File: config.mk
export PLATFORM = sky130hd
export DESIGN_NAME = y86_regfile_decode_flat
export DESIGN_NICKNAME = d
export VERILOG_FILES = /design/src/rtl/y86_regfile_decode_if.sv /design/src/rtl/y86_regfile_decode.sv /design/src/flat_wrapper.sv
export SDC_FILE = /design/constraint.sdc
export NUM_CORES = 2
export LEC_CHECK = 0
export ABC_AREA = 1
export BUFFER_PORTS_ARGS = -buffer_cell sky130_fd_sc_hd__buf_2
export CAP_MARGIN = 20
export CORE_AREA = 2 2 492 494
export CTS_BUF_LIST = sky130_fd_sc_hd__clkbuf_16
export DETAILED_ROUTE_END_ITERATION = 6
export DIE_AREA = 0 0 494 496
export PLACE_DENSITY = 0.55
export SETUP_SLACK_MARGIN = 0.4
export SYNTH_ARGS = -nofsm -noshare
export SYNTH_HDL_FRONTEND = slang
export SYNTH_SLANG_ARGS = --single-unit
File: constraint.sdc
create_clock -name clk -period 14.1 [get_ports clk]
set_input_delay 2.82 -clock clk [delete_from_list [all_inputs] [get_ports clk]]
set_output_delay 2.82 -clock clk [all_outputs]
set_load 0.05 [all_outputs]
File: src/rtl/y86_regfile_decode_if.sv
// Decode/register-file bus: fetch fields and write-back ports in, operands, source indices and register dump out.
// The master modport drives the decode request and write-back ports; the slave modport is the regfile/decode stage.
interface y86_regfile_decode_if #(
  parameter int DATA_W = 64,
  parameter int NREGS  = 15
);
  logic                    dec_valid;
  logic                    stall;
  logic [3:0]              icode;
  logic [3:0]              rA;
  logic [3:0]              rB;
  logic                    we_e;
  logic [3:0]              dstE;
  logic [DATA_W-1:0]       valE_in;
  logic                    we_m;
  logic [3:0]              dstM;
  logic [DATA_W-1:0]       valM_in;
  logic [3:0]              srcA;
  logic [3:0]              srcB;
  logic [DATA_W-1:0]       valA;
  logic [DATA_W-1:0]       valB;
  logic                    out_valid;
  logic                    out_err;
  logic [NREGS*DATA_W-1:0] reg_dump;

  modport master (
    output dec_valid, stall, icode, rA, rB,
    output we_e, dstE, valE_in, we_m, dstM, valM_in,
    input  srcA, srcB, valA, valB, out_valid, out_err, reg_dump
  );

  modport slave (
    input  dec_valid, stall, icode, rA, rB,
    input  we_e, dstE, valE_in, we_m, dstM, valM_in,
    output srcA, srcB, valA, valB, out_valid, out_err, reg_dump
  );
endinterface

File: src/rtl/y86_regfile_decode.sv
// Y86-64 decode + dual-write register file; operands registered with 1-cycle latency, held while stall=1.
// REGFILE_BYPASS_EN: same-cycle write data forwarded into the capture (M over E); otherwise the old value is read.
module y86_regfile_decode #(
  parameter int         DATA_W   = 64,
  parameter int         NREGS    = 15,
  parameter logic [3:0] RSP_IDX  = 4'd4,
  parameter logic [3:0] REG_NONE = 4'hF
) (
  input  logic                clk,
  input  logic                rst_n,
  y86_regfile_decode_if.slave bus
);
  localparam logic [4:0] NREGS_W = 5'(NREGS);

  logic [DATA_W-1:0] regs [NREGS];
  logic [DATA_W-1:0] rd_a, rd_b;
  logic              err_a, err_b;

  function automatic logic in_range(input logic [3:0] idx);
    return (idx != REG_NONE) && ({1'b0, idx} < NREGS_W);
  endfunction

  function automatic logic bad_idx(input logic [3:0] idx);
    return (idx != REG_NONE) && ({1'b0, idx} >= NREGS_W);
  endfunction

  always_comb begin
    bus.srcA = REG_NONE;
    bus.srcB = REG_NONE;
    case (bus.icode)
      4'h2:    bus.srcA = bus.rA;
      4'h4:    begin bus.srcA = bus.rA;  bus.srcB = bus.rB;  end
      4'h5:    bus.srcB = bus.rB;
      4'h6:    begin bus.srcA = bus.rA;  bus.srcB = bus.rB;  end
      4'h8:    bus.srcB = RSP_IDX;
      4'h9:    begin bus.srcA = RSP_IDX; bus.srcB = RSP_IDX; end
      4'hA:    begin bus.srcA = bus.rA;  bus.srcB = RSP_IDX; end
      4'hB:    begin bus.srcA = RSP_IDX; bus.srcB = RSP_IDX; end
      default: ;
    endcase
  end

  function automatic logic [DATA_W-1:0] rd_port(input logic [3:0] idx);
    logic [DATA_W-1:0] v;
    v = '0;
    if (in_range(idx)) begin
      v = regs[idx];
`ifdef REGFILE_BYPASS_EN
      if (bus.we_m && bus.dstM == idx)
        v = bus.valM_in;
      else if (bus.we_e && bus.dstE == idx)
        v = bus.valE_in;
`endif
    end
    return v;
  endfunction

  always_comb begin
    rd_a  = rd_port(bus.srcA);
    rd_b  = rd_port(bus.srcB);
    err_a = bad_idx(bus.srcA);
    err_b = bad_idx(bus.srcB);
  end

  // M is assigned after E so it wins when both target the same register.
  always_ff @(posedge clk) begin
    if (!rst_n) begin
      for (int i = 0; i < NREGS; i++)
        regs[i] <= DATA_W'(i);
    end else begin
      if (bus.we_e && in_range(bus.dstE))
        regs[bus.dstE] <= bus.valE_in;
      if (bus.we_m && in_range(bus.dstM))
        regs[bus.dstM] <= bus.valM_in;
    end
  end

  always_ff @(posedge clk) begin
    if (!rst_n) begin
      bus.valA      <= '0;
      bus.valB      <= '0;
      bus.out_valid <= 1'b0;
      bus.out_err   <= 1'b0;
    end else if (!bus.stall) begin
      if (bus.dec_valid) begin
        bus.valA      <= rd_a;
        bus.valB      <= rd_b;
        bus.out_valid <= 1'b1;
        bus.out_err   <= err_a | err_b;
      end else begin
        bus.out_valid <= 1'b0;
        bus.out_err   <= 1'b0;
      end
    end
  end

  for (genvar g = 0; g < NREGS; g++) begin : g_dump
    assign bus.reg_dump[g*DATA_W +: DATA_W] = regs[g];
  end
endmodule

File: src/flat_wrapper.sv
// flat-port wrapper written by rule: the top's interface ports become plain ports
module y86_regfile_decode_flat 
#(
  parameter int         DATA_W   = 64,
  parameter int         NREGS    = 15,
  parameter logic [3:0] RSP_IDX  = 4'd4,
  parameter logic [3:0] REG_NONE = 4'hF
)
  (clk, rst_n, bus_dec_valid, bus_stall, bus_icode, bus_rA, bus_rB, bus_we_e, bus_dstE, bus_valE_in, bus_we_m, bus_dstM, bus_valM_in, bus_srcA, bus_srcB, bus_valA, bus_valB, bus_out_valid, bus_out_err, bus_reg_dump);
  y86_regfile_decode_if #(.DATA_W(DATA_W), .NREGS(NREGS)) bus_i ();
  input  logic clk;
  input  logic rst_n;
  input wire logic [$bits(bus_i.dec_valid)-1:0] bus_dec_valid;
  input wire logic [$bits(bus_i.stall)-1:0] bus_stall;
  input wire logic [$bits(bus_i.icode)-1:0] bus_icode;
  input wire logic [$bits(bus_i.rA)-1:0] bus_rA;
  input wire logic [$bits(bus_i.rB)-1:0] bus_rB;
  input wire logic [$bits(bus_i.we_e)-1:0] bus_we_e;
  input wire logic [$bits(bus_i.dstE)-1:0] bus_dstE;
  input wire logic [$bits(bus_i.valE_in)-1:0] bus_valE_in;
  input wire logic [$bits(bus_i.we_m)-1:0] bus_we_m;
  input wire logic [$bits(bus_i.dstM)-1:0] bus_dstM;
  input wire logic [$bits(bus_i.valM_in)-1:0] bus_valM_in;
  output wire logic [$bits(bus_i.srcA)-1:0] bus_srcA;
  output wire logic [$bits(bus_i.srcB)-1:0] bus_srcB;
  output wire logic [$bits(bus_i.valA)-1:0] bus_valA;
  output wire logic [$bits(bus_i.valB)-1:0] bus_valB;
  output wire logic [$bits(bus_i.out_valid)-1:0] bus_out_valid;
  output wire logic [$bits(bus_i.out_err)-1:0] bus_out_err;
  output wire logic [$bits(bus_i.reg_dump)-1:0] bus_reg_dump;
  assign bus_i.dec_valid = bus_dec_valid;
  assign bus_i.stall = bus_stall;
  assign bus_i.icode = bus_icode;
  assign bus_i.rA = bus_rA;
  assign bus_i.rB = bus_rB;
  assign bus_i.we_e = bus_we_e;
  assign bus_i.dstE = bus_dstE;
  assign bus_i.valE_in = bus_valE_in;
  assign bus_i.we_m = bus_we_m;
  assign bus_i.dstM = bus_dstM;
  assign bus_i.valM_in = bus_valM_in;
  assign bus_srcA = bus_i.srcA;
  assign bus_srcB = bus_i.srcB;
  assign bus_valA = bus_i.valA;
  assign bus_valB = bus_i.valB;
  assign bus_out_valid = bus_i.out_valid;
  assign bus_out_err = bus_i.out_err;
  assign bus_reg_dump = bus_i.reg_dump;
  y86_regfile_decode #(.DATA_W(DATA_W), .NREGS(NREGS), .RSP_IDX(RSP_IDX), .REG_NONE(REG_NONE)) u_core (.clk(clk), .rst_n(rst_n), .bus(bus_i));
endmodule
**Yosys cells after proc, flatten, opt, wreduce, memory -nomap -nowiden**

Memory sizes are Yosys's and may differ from the RTL's.
Index checks and enable logic that the tools add are counted.

- Bitwise operators: 2
- Reductions and logical operators: 15
- Mux-type cells: 19
- Equal/unequal tests: 12
- $lt $le $gt $ge: 6

Operators with widths:

| kind | number |
|---|---|
| 2-to-1 mux 64 bit | 4 |
| OR reduction 64 bit | 2 |
| equality test 4 bit, second input constant | 4 |
| < comparator 4 bit, second input constant | 4 |
| != test 4 bit, second input constant | 4 |
| one-hot mux 4 bit (2 select lines) | 2 |
| equality test 4 x 3 -> 1 bit, second input constant | 3 |
| 2-to-1 mux 1 bit | 11 |
| >= comparator 4 bit, second input constant | 2 |
| logical AND 1 bit | 8 |
| 2-to-1 mux 4 bit | 2 |
| OR reduction 4 bit | 2 |
| equality test 4 x 2 -> 1 bit, second input constant | 1 |
| OR reduction 3 bit | 1 |
| AND reduction 2 bit | 1 |
| OR reduction 2 bit | 1 |
| inverter 1 bit | 1 |
| OR 1 bit | 1 |

- Output and inout bits: 1098
- Register bits after elaboration: 130
- Memories: 1
- Bits of input ports: 154
- RAM bits: 960

Memory list:

| memory | words | bits a word | rd ports | clocked after Yosys merged registers in | wr ports | RTL line | text |
|---|---|---|---|---|---|---|---|
| u_core.regs | 15 | 64 | 17 | 0 | 15 | y86_regfile_decode.sv:15 | `logic [DATA_W-1:0] regs [NREGS];` |

**Longest topological paths before layout**

- Depth in word-level cells: 8
- Gate-level depth with buffers: 16
- Depth with buffers taken out: 14

**Least setup slack after synthesis**

No wires, ideal clock.

- Path type: input to register
- Start point: in rst_n
- End point: mem u_core.regs[0][0] (enable)
- Buffers on the path: 1
- Required time: 13.597 ns
- Arrival: 6.514 ns
- Library setup time: 0.503 ns
- Setup slack: 7.083 ns
- Stages on the path: 5
- Cell sequence: buf_2 -> nand2_1 -> a31oi_1 -> nand3_1 -> o211ai_1

RTL lines:

| item | RTL line | text |
|---|---|---|
| start: declaration | flat_wrapper.sv:12 | `input logic rst_n;` |
| end: declaration | y86_regfile_decode.sv:15 |  |

**Worst setup path after layout**

- Start point: in bus_icode[2]
- End point: out bus_srcA[1]

- Cells in the longest elaborated chain, start to end: 3
- Elaborated cells between the ends (all ways): 9

Ends and longest elaborated chain:

| item | RTL line | text |
|---|---|---|
| start: declaration | flat_wrapper.sv:15 | `input wire logic [$bits(bus_i.icode)-1:0] bus_icode;` |
| equality test 4 x 2 -> 1 bit, or another cell as far along | y86_regfile_decode.sv:30 | `case (bus.icode)` |
| OR reduction 4 bit (no line) / OR reduction 2 bit (equally long branches) | - |  |
| one-hot mux 4 bit (2 select lines) (*) | y86_regfile_decode.sv:30 |  |
| end: declaration | flat_wrapper.sv:24 | `output wire logic [$bits(bus_i.srcA)-1:0] bus_srcA;` |

Mark *: on every way between the ends. The rest lies on a longest branch, timed or not.

==> flow_summary_export.csv <==
group,metric,value,unit
floorplan,start_util,26.5,%
cts,clk_latency,880,ps
hold_path,min_path_type,"reg2reg",
sta,rsz0062_at_grt,"false",
critical_path,crit_path_end_kind,"output port",
grt,grt_pass1_wl,562,mm
power,p_leak,0.0299,µW
cts,cts_tree,"yes",
detailed_routing,wl_per_cell,36.5,µm
cts,clockBufferDepth,3,
critical_path,path_max_fanout,42,
detailed_routing,drt_wl_total,423,mm
floorplan,dieArea,0.245,mm²
detailed_routing,ant_nets,0,
sta,relSlewSlack,21.1,%
finish,final_cells,11600,
cts,cts_setup_buffers,0,
critical_path,cp.arrival,5270,ps
power,cellPowerDensity,136,mW/mm²
cts,clock-sinks,1153,
sta,setup-tns-final,0,ps
job,maxCapViolations,0,
finish,layout.nets,8408,
finish,syn_to_final_growth,20.3,%
cts,cts_resized,0,
grt,track_usage,32.7,%
sta,clock.fmax,124,MHz
detailed_routing,drc,1,
synthesis,ys_ff_latch,1153,
floorplan,die_width,494,µm
power,ir_drop,0.101,mV
synthesis,syn-instance-count,7557,
synthesis,ys_types,28,
outcome,violations,"design-rule violations",
cts,ctsHtreeMaxLevel,4,
detailed_routing,drtPass1Iterations,7,
outcome,status,"finished with violations",
sta,worst_pin_slew,1180,ps
floorplan,core.rowCount,180,
detailed_routing,drt-initial-drc-count,13700,
sta,finalClockSkew,68.3,ps
place,dp.cells,11300,
cts,cts_buffers,145,
floorplan,core,0.240,mm²
sta,fin_crit_sh,57.4,%
floorplan,die_h,496,µm
cts,clockRootBuffer,"clkbuf_16",
detailed_routing,vias_per_cell,6.24,
grt,grt-ovfl-total,0,
grt,grt_pass1_vias,65500,
synthesis,seq_area_frac_synth,52.5,%
sta,setup_viol,0,
sta,maxSlewViolCount,0,
critical_path,worstPathRequired,11280,ps
place,routabilityCongestion,0.957,
sta,finalCriticalPeriod,8090,ps
detailed_routing,vias,72200,
power,power,10400,µW
place,dp_hpwl,287,mm
critical_path,start_kind,"primary input",
grt,grt_max_degree,167,
cts,path_clk_slew,60,ps
finish,layout-drive-gt1-share,19.6,%
sta,hold_viol,0,
critical_path,crit_type,"in2out",
synthesis,yosys_warnings,0,
grt,antenna_found_initial,29,
synthesis,syn_avg_cell_area,8.40,µm²
synthesis,netlist_area,0.0635,mm²
place,io_buffers,1250,
cts,cts_hold_buf,0,
floorplan,io_pins,1252,
## cell type report
| type | instances | area [µm²] |
|---|---|---|
| Fill cell | 25300 | 163000 |
| Sequential cell | 1153 | 33300 |
| Multi-Input combinational cell | 5364 | 26200 |
| Timing Repair Buffer | 1376 | 7260 |
| Tap cell | 3185 | 3990 |
| Clock buffer | 146 | 3650 |
| Clock inverter | 122 | 1100 |
| Inverter | 214 | 911 |
| Antenna cell | 5 | 12.5 |
## stage by stage
stage                     instance area (µm²)  hold slack, ps  util, %  setup WS (ps)
after floorplan                         63800             671        -           7080
final                                   76400             461     31.9           6010
after global placement                  71700             447     29.9           6130
after detailed placement                71700             457     29.9           6080
after CTS                               76400             465     31.9           6080
after global routing                    76400             473     31.9           5990
## path summary, 6_finish.rpt
kind	startpoint	to	slack [ps]	cells after the start
worst max-delay path	bus_icode[2]	bus_srcA[1]	6010	7
worst min-delay path	u_core.bus.valB[30]	u_core.bus.valB[30]	460	2
worst max register to register	u_core.regs[11][12]	u_core.bus.valB[12]	12330	6
worst min register to register	u_core.bus.valB[30]	u_core.bus.valB[30]	460	2
## layout by cell type (no fill, tap or decap), drive strengths merged
cell type  instances
conb              65
a41oi              1
nor2              52
o21ai              4
a22oi             26
edfxtp          1024
bufinv            12
nand2           1723
nand4              1
a21oi            257
clkinv            60
buf             1376
diode              5
nor4               1
nor3               1
clkinvlp           3
o22ai            934
dfxtp            129
nand3           2295
a31oi              1
o211ai             2
clkbuf           146
nand3b             1
inv              261
## state kept, by name, summed over array words and instances, names as in the netlist
register and cells:
u_core.bus.out_valid 1, u_core.regs 1024, u_core.bus.valA 64, u_core.bus.valB 64
## metal layers
metal | GRT usage, % | up-vias | wire length (µm)
met5 | 0 | - | 139
met4 | 22.2 | 22 | 34600
met3 | 11.0 | 1385 | 62500
met2 | 46.4 | 6966 | 173000
met1 | 41.8 | 35100 | 153000
li1 | - | 28700 | -
## power breakdown
part	leakage [µW]	switching [µW]	internal [µW]	total [µW]
clock network	0.00245	1710	2130	3840
registers	0.0109	302	3960	4260
logic	0.0166	1880	451	2330
## critical path, cell delays in order
cell	delay, ps
buf_2	140
inv_2	100
nand3_4	350
buf_4	500
nand2_4	470
inv_8	450
buf_2	340
## cells by family after synthesis
logic type | Yosys count | share of synthesized area [%]
flops | 1153 | 52.5
simple gates | 4074 | 28.7
other cells | 1 | 0.00590
compound gates | 1225 | 11.6
buf+inv | 1104 | 7.22
## cells in the mapped netlist
cell	instances	area [µm²]
a21oi_1	257	1290
a22oi_1	26	195
a31oi_1	1	6.26
a41oi_2	1	16.3
buf_1	62	233
buf_2	321	1610
buf_4	10	75.1
clkbuf_1	497	1870
conb_1	1	3.75
dfxtp_1	129	2580
edfxtp_1	1024	30700
inv_1	182	683
inv_2	32	120
nand2_1	1719	6450
nand2_2	4	25.0
nand3_1	2293	11500
nand3_2	2	20.0
nand3b_1	1	7.51
nand4_2	1	12.5
nor2_1	50	188
nor2_2	1	6.26
nor2_4	1	11.3
nor3_1	1	5.00
nor4_1	1	6.26
o211ai_1	2	15.0
o21ai_1	3	15.0
o21ai_2	1	8.76
o22ai_1	934	5840
(Power assumes the default switching activity.)
